<file path="src/rtl/pipeline_ctrl_pkg.sv">
// Shared pipeline control definitions: latch mode encodings and run-controller state enumeration.
package pipeline_ctrl_pkg;

  localparam logic [1:0] MODE_FROZEN = 2'b00;
  localparam logic [1:0] MODE_CONT   = 2'b01;
  localparam logic [1:0] MODE_STEP   = 2'b11;

  typedef enum logic [2:0] {
    IDLE       = 3'd0,
    CONT       = 3'd1,
    STEP_WAIT  = 3'd2,
    STEP_PULSE = 3'd3,
    STEP_ACK   = 3'd4,
    HALT       = 3'd5
  } state_e;

endpackage

</file>
<file path="src/rtl/pipeline_run_controller_sat_counter.sv">
// Saturating up-counter with enable and synchronous clear; clear takes priority over enable.
module sat_counter #(
  parameter int W = 16
) (
  input  logic         i_clk,
  input  logic         i_reset,
  input  logic         i_clear,
  input  logic         i_enable,
  output logic [W-1:0] o_count
);

  logic [W-1:0] count_r;

  // Count register: holds at all-ones instead of wrapping.
  always_ff @(posedge i_clk or posedge i_reset) begin
    if (i_reset) begin
      count_r <= W'(0);
    end else if (i_clear) begin
      count_r <= W'(0);
    end else if (i_enable && (count_r != {W{1'b1}})) begin
      count_r <= count_r + W'(1);
    end else begin
      count_r <= count_r;
    end
  end

  assign o_count = count_r;

endmodule

</file>
<file path="src/rtl/pipeline_run_controller.sv">
// Run controller driving the shared pipeline latch mode / execute pulse from debug-unit commands.
// Optional watchdog halt of continuous mode: define PIPE_RUN_CTRL_WATCHDOG_EN.
module pipeline_run_controller
  import pipeline_ctrl_pkg::*;
#(
  parameter int NB_CNT    = 16,
  parameter int WDT_LIMIT = 1024
) (
  input  logic              i_clk,
  input  logic              i_reset,
  input  logic              i_start_cont,
  input  logic              i_start_step,
  input  logic              i_step,
  input  logic              i_restart,
  input  logic              i_EOF_flag,
  output logic [1:0]        o_pipeline_mode,
  output logic              o_execute_instruct,
  output logic              o_halted,
  output logic              o_step_done,
  output logic [NB_CNT-1:0] o_adv_count,
  output logic              o_wdt_timeout
);

`ifdef PIPE_RUN_CTRL_WATCHDOG_EN
  localparam logic WDT_EN = 1'b1;
`else
  localparam logic WDT_EN = 1'b0;
`endif
  localparam logic [31:0] WDT_LIMIT_U = 32'(WDT_LIMIT);

  state_e            state_r, next_state_s;
  logic [1:0]        mode_r, mode_s;
  logic              exec_r, exec_s;
  logic              halted_r, halted_s;
  logic              done_r, done_s;
  logic              cnt_en_s;
  logic              wdt_hit_s;
  logic [NB_CNT-1:0] count_s;
  logic [31:0]       count_next_s;

  // A saturated counter cannot step onto the limit, so it never trips the watchdog.
  assign count_next_s = 32'(count_s) + 32'd1;
  assign wdt_hit_s    = WDT_EN && (count_next_s == WDT_LIMIT_U) && !(&count_s);

  // Next-state logic; restart overrides everything, EOF overrides the remaining commands.
  always_comb begin
    next_state_s = state_r;
    if (i_restart) begin
      next_state_s = IDLE;
    end else begin
      case (state_r)
        IDLE: begin
          if (i_start_cont)      next_state_s = CONT;
          else if (i_start_step) next_state_s = STEP_WAIT;
          else                   next_state_s = IDLE;
        end
        CONT: begin
          if (i_EOF_flag)        next_state_s = HALT;
          else if (wdt_hit_s)    next_state_s = HALT;
          else if (i_start_cont) next_state_s = CONT;
          else if (i_start_step) next_state_s = STEP_WAIT;
          else                   next_state_s = CONT;
        end
        STEP_WAIT: begin
          if (i_EOF_flag)        next_state_s = HALT;
          else if (i_start_cont) next_state_s = CONT;
          else if (i_start_step) next_state_s = STEP_WAIT;
          else if (i_step)       next_state_s = STEP_PULSE;
          else                   next_state_s = STEP_WAIT;
        end
        STEP_PULSE: next_state_s = STEP_ACK;
        STEP_ACK:   next_state_s = STEP_WAIT;
        HALT:       next_state_s = HALT;
        default:    next_state_s = IDLE;
      endcase
    end
  end

  // Output decode from the next state so the registered outputs line up with the state register.
  always_comb begin
    mode_s   = MODE_FROZEN;
    exec_s   = 1'b0;
    halted_s = 1'b0;
    done_s   = 1'b0;
    case (next_state_s)
      IDLE:       mode_s = MODE_FROZEN;
      CONT:       mode_s = MODE_CONT;
      STEP_WAIT:  mode_s = MODE_STEP;
      STEP_PULSE: begin
        mode_s = MODE_STEP;
        exec_s = 1'b1;
      end
      STEP_ACK: begin
        mode_s = MODE_STEP;
        done_s = 1'b1;
      end
      HALT: begin
        mode_s   = MODE_FROZEN;
        halted_s = 1'b1;
      end
      default: mode_s = MODE_FROZEN;
    endcase
  end

  // State and output registers.
  always_ff @(posedge i_clk or posedge i_reset) begin
    if (i_reset) begin
      state_r  <= IDLE;
      mode_r   <= MODE_FROZEN;
      exec_r   <= 1'b0;
      halted_r <= 1'b0;
      done_r   <= 1'b0;
    end else begin
      state_r  <= next_state_s;
      mode_r   <= mode_s;
      exec_r   <= exec_s;
      halted_r <= halted_s;
      done_r   <= done_s;
    end
  end

  // The latches advance on any edge where they currently see continuous mode or a step pulse.
  assign cnt_en_s = (mode_r == MODE_CONT) || ((mode_r == MODE_STEP) && exec_r);

  sat_counter #(
    .W (NB_CNT)
  ) u_adv_cnt (
    .i_clk    (i_clk),
    .i_reset  (i_reset),
    .i_clear  (i_restart),
    .i_enable (cnt_en_s),
    .o_count  (count_s)
  );

`ifdef PIPE_RUN_CTRL_WATCHDOG_EN
  logic wdt_r;

  // Sticky watchdog flag, set only when the watchdog itself forces the halt.
  always_ff @(posedge i_clk or posedge i_reset) begin
    if (i_reset) begin
      wdt_r <= 1'b0;
    end else if (i_restart) begin
      wdt_r <= 1'b0;
    end else if ((state_r == CONT) && !i_EOF_flag && wdt_hit_s) begin
      wdt_r <= 1'b1;
    end else begin
      wdt_r <= wdt_r;
    end
  end

  assign o_wdt_timeout = wdt_r;
`else
  assign o_wdt_timeout = 1'b0;
`endif

  assign o_pipeline_mode    = mode_r;
  assign o_execute_instruct = exec_r;
  assign o_halted           = halted_r;
  assign o_step_done        = done_r;
  assign o_adv_count        = count_s;

endmodule

</file>
<file path="config.mk">
export PLATFORM = sky130hd
export DESIGN_NAME = pipeline_run_controller
export DESIGN_NICKNAME = d
export VERILOG_FILES = /design/src/rtl/pipeline_ctrl_pkg.sv /design/src/rtl/pipeline_run_controller_sat_counter.sv /design/src/rtl/pipeline_run_controller.sv
export SDC_FILE = /design/constraint.sdc
export NUM_CORES = 1
export LEC_CHECK = 0
export ABC_AREA = 1
export CAP_MARGIN = 15
export CORE_MARGIN = 5
export CORE_UTILIZATION = 38
export DETAILED_ROUTE_END_ITERATION = 12
export GPL_ROUTABILITY_DRIVEN = 0
export GPL_TIMING_DRIVEN = 0
export SETUP_SLACK_MARGIN = 0.5
export SYNTH_ARGS = -nofsm -noshare
export SYNTH_HDL_FRONTEND = slang
export SYNTH_SLANG_ARGS = --single-unit
export TNS_END_PERCENT = 5
</file>
<file path="constraint.sdc">
create_clock -name i_clk -period 2.1 [get_ports i_clk]
set_input_delay 0.42 -clock i_clk [delete_from_list [all_inputs] [get_ports i_clk]]
set_output_delay 0.42 -clock i_clk [all_outputs]
set_load 0.02 [all_outputs]
</file>
==> out/summary.txt <==
Status: finished, final reports clean
Full die area: 0.005071 sq mm
Max Fanout on Critical Path: 6
Routed Antenna Nets: 0
CTS tree: yes
Clk pin slew, worst setup/hold paths: 0.08 ns
Launching element type of the critical path: flop
Post-synthesis cell type count: 24
Syn avg cell area: 6.946 sq um
GRT Total Usage: 14.59%
Syn Std Cell Area: 0.001424 sq mm
N_diodes: 0
Slowest Stage Delay on Critical Path: 0.64 ns
Worst Setup Path Type: flop to output pin
Clock root buffer: clkbuf_8
CP required: 1.68 ns
DP Cell Count: 280
DRT met1 WL: 1615 microns
DP HPWL: 2571 microns
Via count: 1,357
CTS max path bufs: 2
Switching pwr: 368.1 uW
Share of layout cells above drive strength 1: 8.439%
Area grow syn2layout: 28.56%
Clock Latency Late Sink: 0.27 ns
Sequential share of the synthesized area: 42.18%
Layout fillers: 389
Fin crit share: 84.69%
Min-Delay Path Class: flop to flop
Final slew viol count: 0
Core Footprint: 0.003633 sq mm
Non-Filler Instances: 285
Synth async-reset ratio: 100.0%
Ports: 29
Largest net degree at the start of global routing: 25
Iter 0 DRT Violations: 71
Cell Pwr Density: 618.0 mW/mm^2
Drt pass-1 iters: 4
Vias per cell: 4.761
Worst slew pin tran: 0.9223 ns
Footprint of the multi-input gates: 738.2 sq um
Synth top area cells: dfrtp_1 42%, nand2_1 20%, nor2_1 7.4%
Starting Density: 39.19%
Max-slew headroom: 38.44%
DP Area: 0.001772 sq mm
Initial antenna violation count: 0
Routed wl met3: 146 microns
Area fraction of the dominant cell type after synthesis: 42.18%
# DRC: 0
Setup TNS: 0 ns
Number of global-route vias before repair: 1,323
CP Cell Sequence: clkdlybuf4s50_1
Critical path's top delay family: buffers and inverters
FF-to-FF path depth: 10
Clock Power Share: 24.8%
Cell count after synthesis: 205
Die width: 71.21 microns
Critical path startpoint: u_adv_cnt.o_count[3]
R2R Setup Slk: 0.46 ns
Max-Cap Viols: 0
Place WS: 0.08984 ns
WHS Endpoint: u_adv_cnt.o_count[1]
Global-route wire length before repair: 6072 microns
Hold path startpoint: u_adv_cnt.o_count[1]
# port buffers: 27
Top Layer Used: met4
Endpoints failing hold: 0
Sw frac: 32.54%
Final Cell Area: 0.001831 sq mm
FF-to-FF Start: u_adv_cnt.o_count[0]
Arrival @ worst endpoint: 1.36 ns
P_int: 763.1 uW
Worst VDD drop: 0.0006227 V
Area leader, netlist: dfrtp_1
CP bufs+invs: 1
CP max-delay cell: clkdlybuf4s50_1
Number of flops mapped to enable cells by yosys: 0
Final Critical Period: 1.778 ns
Reg power frac: 46.9%
Leak Pwr: 0.8728 nW
Remaining Overflow, GRT: 0
FF/Latch Area: 603.1 sq um
Post-CTS Hold Buffers: 0
Clock Sinks: 24
Max Freq: 0.5623 GHz
Drt total wl: 3383 microns
Synth Net Count: 213
Post-DR wirelength/cell: 11.87 microns
Final WS setup: 0.3216 ns
Final Setup Violations: 0
R2r endpoint: u_adv_cnt.o_count[8]
Hold depth: 2
H-tree lvl count: 1
Final nets: 246
Num CTS Buffers: 3
Worst Skew: 0.007047 ns
Std cell rows: 22
FF+latch count, synth: 24
Most used DFF post-synth: dfrtp_1
CP Capture Type: output pin
RSZ-0062 raised after global routing: true
Die height: 71.21 microns
YS warnings: 0
Routed wl met2: 1579 microns
Combinational power share: 28.3%
==> logic make-up (layout without fill, tap and decap cells) <==
| family | count (synthesis) | count (layout) | synth area share [%] |
|---|---|---|---|
| adders and majority gates | 1 | 1 | 0.8786 |
| xor gates and xnor gates | 5 | 5 | 3.075 |
| DFF | 24 | 24 | 42.18 |
| AOI/OAI and AO/OA | 9 | 9 | 3.514 |
| buffers and inverters | 24 | 56 | 7.205 |
| other | 1 | 1 | 0.2634 |
| and+or+nand+nor | 141 | 141 | 42.88 |
==> metrics by stage <==
step / total power [mW] / hold slack, ns / util, %
6_report: 1.131 / 0.5218 / 50.38
2_1_floorplan: 0.7371 / 0.4345 / -
3_3_place_gp: 0.8576 / 0.5009 / 48.76
5_1_grt: 1.211 / 0.5586 / 50.38
3_5_place_dp: 0.8584 / 0.5062 / 48.76
4_1_cts: 1.147 / 0.5275 / 49.97
==> worst max-delay path by stage <==
stage | slack (ns) | cells after the start | to
3_3_place_gp | 0.08 | 5 | u_adv_cnt.o_count[10]
2_1_floorplan | 0.52 | 10 | u_adv_cnt.o_count[3]
5_1_grt | 0.26 | 1 | o_adv_count[9]
4_1_cts | 0.29 | 1 | o_adv_count[5]
6_report | 0.32 | 1 | o_adv_count[3]
3_5_place_dp | 0.09 | 5 | u_adv_cnt.o_count[10]
==> metal layers <==
| metal | GRT usage, % | vias up |
|---|---|---|
| met1 | 19.07 | 619 |
| met2 | 23.78 | 20 |
| met3 | 3.787 | 4 |
| met4 | 4.175 | 0 |
| met5 | 0 | - |
| li1 | - | 714 |
==> layout make-up <==
| type | count | share of cell area [%] |
|---|---|---|
| well taps | 48 | 3.281 |
| flip-flops and latches | 24 | 32.95 |
| clock buffers | 4 | 2.461 |
| plain buffers | 4 | 1.640 |
| inverters | 20 | 4.101 |
| repair buffers | 28 | 15.24 |
| multi-input cells | 157 | 40.33 |
==> cells in the final DEF (no fill, tap or decap) <==
cell,n
nand2_1,77
nor2_1,28
clkdlybuf4s50_1,25
dfrtp_1,22
inv_1,18
nand4_1,13
nand3_1,13
xor2_1,5
nor2_4,4
o21ai_1,4
buf_4,3
clkbuf_8,3
inv_2,2
nand2_2,2
o21bai_1,2
o21ai_0,2
dfrtp_2,2
nand3_2,1
buf_1,1
buf_6,1
or2_2,1
a21oi_1,1
and2_1,1
nor3_1,1
ha_2,1
conb_1,1
clkbuf_1,1
dlygate4sd2_1,1
dlymetal6s2s_1,1
==> sequential cells by signal (all words and copies together) (netlist names) <==
name and count:
u_adv_cnt.o_count 16, state_r 3, o_pipeline_mode 2, o_execute_instruct 1, o_halted 1, o_step_done 1
==> power groups by stage <==
stage	sequential [mW]	clock, mW	combinational, mW
floorplan	0.568	0	0.170
global placement	0.540	0	0.318
detailed placement	0.540	0	0.318
CTS	0.531	0.295	0.320
global route	0.538	0.316	0.357
finish	0.530	0.281	0.320
==> cells in the mapped netlist (2+ instances only) <==
cell and instances:
o21bai_1 2, xor2_1 5, nor2_4 2, inv_1 18, o21ai_1 4, nand2_2 2, nor2_2 2, inv_2 2
nand2_1 77, dfrtp_1 24, nand4_1 13, o21ai_0 2, nor2_1 28, nand3_1 14
==> what timing repair did <==
| action | CTS | global route |
|---|---|---|
| pin swaps | 0 | 1 |
| gates resized for setup | 1 | 2 |
| buffers inserted | 0 | 1 |
| setup endpoints to repair | 36 | 36 |
Note: power is estimated with default switching activity, not from simulation.
